--- config.mk ---
export PLATFORM = sky130hd
export DESIGN_NAME = store_ot_tracker
export DESIGN_NICKNAME = d
export VERILOG_FILES = /design/src/rtl/store_ot_pkg.sv /design/src/rtl/store_ot_id_table.sv /design/src/rtl/store_ot_tracker.sv
export SDC_FILE = /design/constraint.sdc
export NUM_CORES = 1
export LEC_CHECK = 0
export CAP_MARGIN = 20
export CORE_ASPECT_RATIO = 1.2
export CORE_MARGIN = 3
export CORE_UTILIZATION = 40
export CTS_CLUSTER_DIAMETER = 50
export CTS_CLUSTER_SIZE = 25
export DETAILED_ROUTE_END_ITERATION = 6
export PLACE_DENSITY = 0.59
export SETUP_SLACK_MARGIN = 0.4
export SLEW_MARGIN = 20
export SYNTH_ARGS = -nofsm -noshare
export SYNTH_HDL_FRONTEND = slang
export SYNTH_HIERARCHICAL = 1
export SYNTH_SLANG_ARGS = --single-unit
--- constraint.sdc ---
create_clock -name clk_i -period 5.82 [get_ports clk_i]
set_clock_uncertainty 0.05 [all_clocks]
set_input_delay 1.164 -clock clk_i [delete_from_list [all_inputs] [get_ports clk_i]]
set_output_delay 1.164 -clock clk_i [all_outputs]
set_load 0.02 [all_outputs]
--- src/rtl/store_ot_pkg.sv ---
// Shared types and constants for the store outstanding-transaction tracker.
// Watchdog logic in the tracker is enabled by defining STORE_OT_TIMEOUT_EN.
package store_ot_pkg;

    typedef enum logic [1:0] {
        IDLE  = 2'd0,
        DRAIN = 2'd1,
        ACK   = 2'd2
    } state_e;

    localparam int MAX_OUTSTANDING_STORES = 7;

    function automatic int cnt_width(input int max);
        return $clog2(max + 1);
    endfunction

endpackage

--- src/rtl/store_ot_id_table.sv ---
// Per-AXI-ID outstanding store counters with a nonzero lookup used to
// decide whether a B response matches an in-flight store.
module store_ot_id_table
    import store_ot_pkg::*;
#(
    parameter int IdWidth  = 4,
    parameter int CntWidth = cnt_width(MAX_OUTSTANDING_STORES)
) (
    input  logic               clk_i,
    input  logic               rst_i,
    input  logic               inc_i,
    input  logic [IdWidth-1:0] inc_id_i,
    input  logic               dec_i,
    input  logic [IdWidth-1:0] dec_id_i,
    input  logic [IdWidth-1:0] lookup_id_i,
    output logic               nonzero_o
);

    localparam int NumIds = 2 ** IdWidth;

    logic [CntWidth-1:0] cnt_q [NumIds];
    logic [CntWidth-1:0] cnt_d [NumIds];

    // Same-ID inc and dec cancel; different IDs move independently.
    always_comb begin
        for (int i = 0; i < NumIds; i++) begin
            cnt_d[i] = cnt_q[i];
            if (inc_i && (inc_id_i == IdWidth'(i))) begin
                cnt_d[i] = cnt_d[i] + CntWidth'(1);
            end
            if (dec_i && (dec_id_i == IdWidth'(i))) begin
                cnt_d[i] = cnt_d[i] - CntWidth'(1);
            end
        end
    end

    always_ff @(posedge clk_i) begin
        if (rst_i) begin
            for (int i = 0; i < NumIds; i++) begin
                cnt_q[i] <= '0;
            end
        end else begin
            for (int i = 0; i < NumIds; i++) begin
                cnt_q[i] <= cnt_d[i];
            end
        end
    end

    assign nonzero_o = (cnt_q[lookup_id_i] != '0);

endmodule

--- src/rtl/store_ot_tracker.sv ---
// Bounds in-flight AXI write stores, checks B IDs and serves fence drains.
// Optional watchdog enabled by defining STORE_OT_TIMEOUT_EN.
module store_ot_tracker
    import store_ot_pkg::*;
#(
    parameter int MaxOutstanding = MAX_OUTSTANDING_STORES,
    parameter int IdWidth        = 4,
    parameter int CntWidth       = cnt_width(MaxOutstanding),
    parameter int TimeoutCycles  = 1024
) (
    input  logic                clk_i,
    input  logic                rst_i,
    input  logic                issue_valid_i,
    output logic                issue_ready_o,
    input  logic [IdWidth-1:0]  issue_id_i,
    input  logic                retire_valid_i,
    input  logic [IdWidth-1:0]  retire_id_i,
    input  logic                fence_req_i,
    output logic                fence_ack_o,
    output logic [CntWidth-1:0] outstanding_o,
    output logic                empty_o,
    output logic                err_o,
    output logic                timeout_o
);

    if (MaxOutstanding < 1 || TimeoutCycles < 1) begin : g_bad_cfg
        $error("store_ot_tracker: MaxOutstanding and TimeoutCycles must be >= 1");
    end

    localparam logic [CntWidth-1:0] MaxCnt = CntWidth'(MaxOutstanding);

    state_e              state_q;
    logic [CntWidth-1:0] count_q;
    logic [CntWidth-1:0] count_d;
    logic                err_q;
    logic                id_live;
    logic                issue_fire;
    logic                retire_ok;

    assign issue_ready_o = (state_q == IDLE) && (count_q < MaxCnt)
                           && !fence_req_i;
    assign issue_fire    = issue_valid_i & issue_ready_o;
    assign retire_ok     = retire_valid_i & id_live;

    store_ot_id_table #(
        .IdWidth  (IdWidth),
        .CntWidth (CntWidth)
    ) u_id_table (
        .clk_i       (clk_i),
        .rst_i       (rst_i),
        .inc_i       (issue_fire),
        .inc_id_i    (issue_id_i),
        .dec_i       (retire_ok),
        .dec_id_i    (retire_id_i),
        .lookup_id_i (retire_id_i),
        .nonzero_o   (id_live)
    );

    always_comb begin
        count_d = count_q;
        unique case ({issue_fire, retire_ok})
            2'b10:   count_d = count_q + CntWidth'(1);
            2'b01:   count_d = count_q - CntWidth'(1);
            default: count_d = count_q;
        endcase
    end

    always_ff @(posedge clk_i) begin
        if (rst_i) begin
            count_q <= '0;
            err_q   <= 1'b0;
        end else begin
            count_q <= count_d;
            if (retire_valid_i && !id_live) begin
                err_q <= 1'b1;
            end
        end
    end

    // Fence FSM works off the registered count only.
    always_ff @(posedge clk_i) begin
        if (rst_i) begin
            state_q <= IDLE;
        end else begin
            unique case (state_q)
                IDLE: begin
                    if (fence_req_i) begin
                        state_q <= (count_q == '0) ? ACK : DRAIN;
                    end
                end
                DRAIN: begin
                    if (count_q == '0) begin
                        state_q <= ACK;
                    end
                end
                ACK:     state_q <= IDLE;
                default: state_q <= IDLE;
            endcase
        end
    end

    assign fence_ack_o   = (state_q == ACK);
    assign outstanding_o = count_q;
    assign empty_o       = (count_q == '0);
    assign err_o         = err_q;

`ifdef STORE_OT_TIMEOUT_EN
    localparam int WdWidth = $clog2(TimeoutCycles + 1);
    localparam logic [WdWidth-1:0] WdMax = WdWidth'(TimeoutCycles);

    logic [WdWidth-1:0] wd_q;
    logic [WdWidth-1:0] wd_d;
    logic               timeout_q;

    always_comb begin
        wd_d = wd_q;
        if ((count_q == '0) || retire_ok) begin
            wd_d = '0;
        end else if (wd_q != WdMax) begin
            wd_d = wd_q + WdWidth'(1);
        end
    end

    always_ff @(posedge clk_i) begin
        if (rst_i) begin
            wd_q      <= '0;
            timeout_q <= 1'b0;
        end else begin
            wd_q <= wd_d;
            if (wd_d == WdMax) begin
                timeout_q <= 1'b1;
            end
        end
    end

    assign timeout_o = timeout_q;
`else
    assign timeout_o = 1'b0;
`endif

endmodule

==> results.json <==
{
  "root_buffer": "clkbuf_16",
  "num_vias": 2934,
  "arrival_ns": 4.54,
  "multi_input_area_sq_mm": 0.002740,
  "first_iter_violations": 128,
  "r2r-start": "state_q[1]",
  "die_area_sq_mm": 0.01119,
  "numCtsBuffers": 5,
  "syn_nets": 453,
  "outcome": "completed",
  "setup_viol": 0,
  "leakage_nw": 1.850,
  "grt_overflow": 0,
  "critPathTopFamily": "simple AND/OR/NAND/NOR gates",
  "path_clk_slew_ns": 0.07,
  "p_seq_share_pct": 45.5,
  "cap_violations": 0,
  "switching_share_pct": 27.91,
  "synth_edf_count": 0,
  "layout.nets": 466,
  "cpMostUsedCell": "nor4b_1",
  "antenna_found_initial": 0,
  "yosysTopAreaCell": "dfxtp_1",
  "start_kind": "primary input",
  "required_ns": 6.00,
  "die_w_um": 97.09,
  "path_max_fanout": 26,
  "hpwl_um": 6259,
  "p_int_mw": 0.6233,
  "critical_path_class": "in -> reg",
  "grt_first_pass_wirelength_um": 14570,
  "htree_levels": 2,
  "switchingPower_mw": 0.2413,
  "n_antenna_cell": 0,
  "cts_tree": "built",
  "clock_sinks": 54,
  "drtPass1Iterations": 4,
  "async_flop_share_pct": 0,
  "wirelength_um": 8590,
  "critical_path_buf_inv_count": 2,
  "grt_usage_pct": 15.99,
  "ctsResizeCount": 0,
  "fin_crit_sh_pct": 74.78,
  "hold_viol": 0,
  "yosys.cell_count.top_type": "dfxtp_1",
  "synth-seq-cells": 54,
  "ios": 21,
  "vias_per_cell": 5.403,
  "synth_cell_types": 54,
  "regArea_sq_mm": 0.001081,
  "worst_setup_path_end_kind": "flop",
  "fin_tns_setup_ns": 0,
  "fillers": 894,
  "timing.critical_path.from": "retire_id_i[0]",
  "drc": 0,
  "slowest_delay_ns": 0.67,
  "ir_drop_mv": 0.1020,
  "max_slew_margin_pct": 49.04,
  "setup_slack_ns": 1.468,
  "synth_top_flop_cell": "dfxtp_1",
  "netlist_instances": 406,
  "worst_pin_slew_ns": 0.7627,
  "cts_setup_buffers": 0,
  "grt_pass1_vias": 2933,
  "hold_path_class": "reg -> reg",
  "fmax_mhz": 229.8,
  "initial_core_util_pct": 41.43,
  "clkPwrFrac_pct": 36.2,
  "die_h_um": 115.3,
  "detail-route-antenna-nets": 0,
  "syn_area_sq_mm": 0.003983,
  "crit_chain": "clkdlybuf4s50_1 -> buf_4 -> nor4b_1 -> nor4b_1 -> o32ai_1 -> a22oi_1 -> and2_1 -> nor3b_1 -> nand3_1 -> xnor3_1 -> nor2_1",
  "globalplace.congestion": 0.8071,
  "comb_power_share_pct": 18.2,
  "core-area_sq_mm": 0.009613,
  "wire_per_inst_um": 15.82,
  "crit_slowest_cell": "nor3b_1",
  "synth_commonest_cells": "54 x dfxtp_1, 43 x nor2_1, 33 x ha_1, 24 x inv_1, 22 x nand3_1",
  "final-max-slew-violation-count": 0,
  "yosysWarnings": 6,
  "yosysSeqAreaShare_pct": 27.14,
  "min_period_ns": 4.352,
  "synthTopCellsByArea": "dfxtp_1 27%, xnor3_1 11%, ha_1 10%, xor3_1 6.0%, nor2_1 4.1%",
  "syn_to_final_growth_pct": 10.68,
  "rsz0062_at_grt": "no",
  "power.density_mw_per_mm2": 196.1,
  "layout-drive-gt1-share_pct": 7.381,
  "clock_latency_ns": 0.30,
  "syn_avg_cell_area_sq_um": 9.809,
  "cts_buffer_depth": 2,
  "dp_slack_ns": 1.137,
  "port_buffers": 19,
  "synth_top_area_share_pct": 27.14,
  "cts_hold_buffers": 0,
  "grt_max_degree": 55,
  "rows": 39,
  "min-delay-start": "state_q[1]"
}
## kinds of logic after synthesis
kind of cell | Yosys count | share of synthesized area (%)
multiplexers | 17 | 4.587
other | 1 | 0.09416
flip-flops | 54 | 27.14
XOR/XNOR | 46 | 20.45
AND/OR/NAND/NOR | 182 | 26.42
adder cells (fa/ha/maj) | 34 | 10.87
AO/OA/AOI/OAI | 34 | 6.378
buffers and inverters | 38 | 4.053
## path summary, 6_finish.rpt
path	end	slack (ns)	cells after the start
min	state_q[1]	0.42	1
max reg2reg	u_id_table/cnt_q[9][2]	2.58	11
max	u_id_table/cnt_q[4][2]	1.47	11
min reg2reg	state_q[1]	0.42	1
## stage by stage
stage	cell area (sq um)	hold slack [ns]	total power, mW	util, %	instances
floorplan	3983	0.3783	0.5036	-	406
global placement	4258	0.4078	0.5595	44.29	535
detailed placement	4258	0.4215	0.5608	44.29	535
CTS	4405	0.4300	0.8783	45.83	543
global route	4408	0.4594	0.9077	45.85	543
finish	4408	0.4207	0.8646	45.85	543
## final cells by class
cell class / count / area share, %
clock inverter: 1 / 0.1135
inverter: 24 / 2.044
clock buffer: 7 / 3.236
sequential: 54 / 24.52
timing repair buffer: 20 / 4.428
multi-input combinational: 314 / 62.16
tap: 123 / 3.491
## layer usage
| metal | vias up | track usage [%] | part of all wire, % |
|---|---|---|---|
| met1 | 1396 | 20.34 | 47 |
| met3 | 9 | 2.609 | 3.4 |
| met4 | 0 | 4.588 | 1.3 |
| met5 | - | 0 | 0 |
| met2 | 52 | 28.13 | 48 |
| li1 | 1477 | - | - |
## cell usage in the layout, fill, tap and decap left out, drive strengths merged, types with 11 or more instances in the layout
| master | instances |
|---|---|
| xnor2 | 11 |
| nor3 | 14 |
| clkdlybuf4s50 | 18 |
| a211oi | 19 |
| inv | 24 |
| ha | 33 |
| xnor3 | 19 |
| nand2 | 14 |
| nand3 | 22 |
| nor2 | 52 |
| and2 | 14 |
| mux2i | 16 |
| nor4 | 13 |
| dfxtp | 54 |
## flip-flops by register name, indices dropped and copies added, names as in the netlist
register          flops
err_o                 1
state_q               2
outstanding_o         3
u_id_table/cnt_q     48
## power groups by stage
stage	clock network [mW]	logic [mW]	registers (mW)
floorplan	0	0.0989	0.405
global placement	0	0.157	0.403
detailed placement	0	0.158	0.403
CTS	0.325	0.159	0.394
global route	0.337	0.175	0.396
finish	0.313	0.158	0.394
Power figures use the tool's default switching activity.
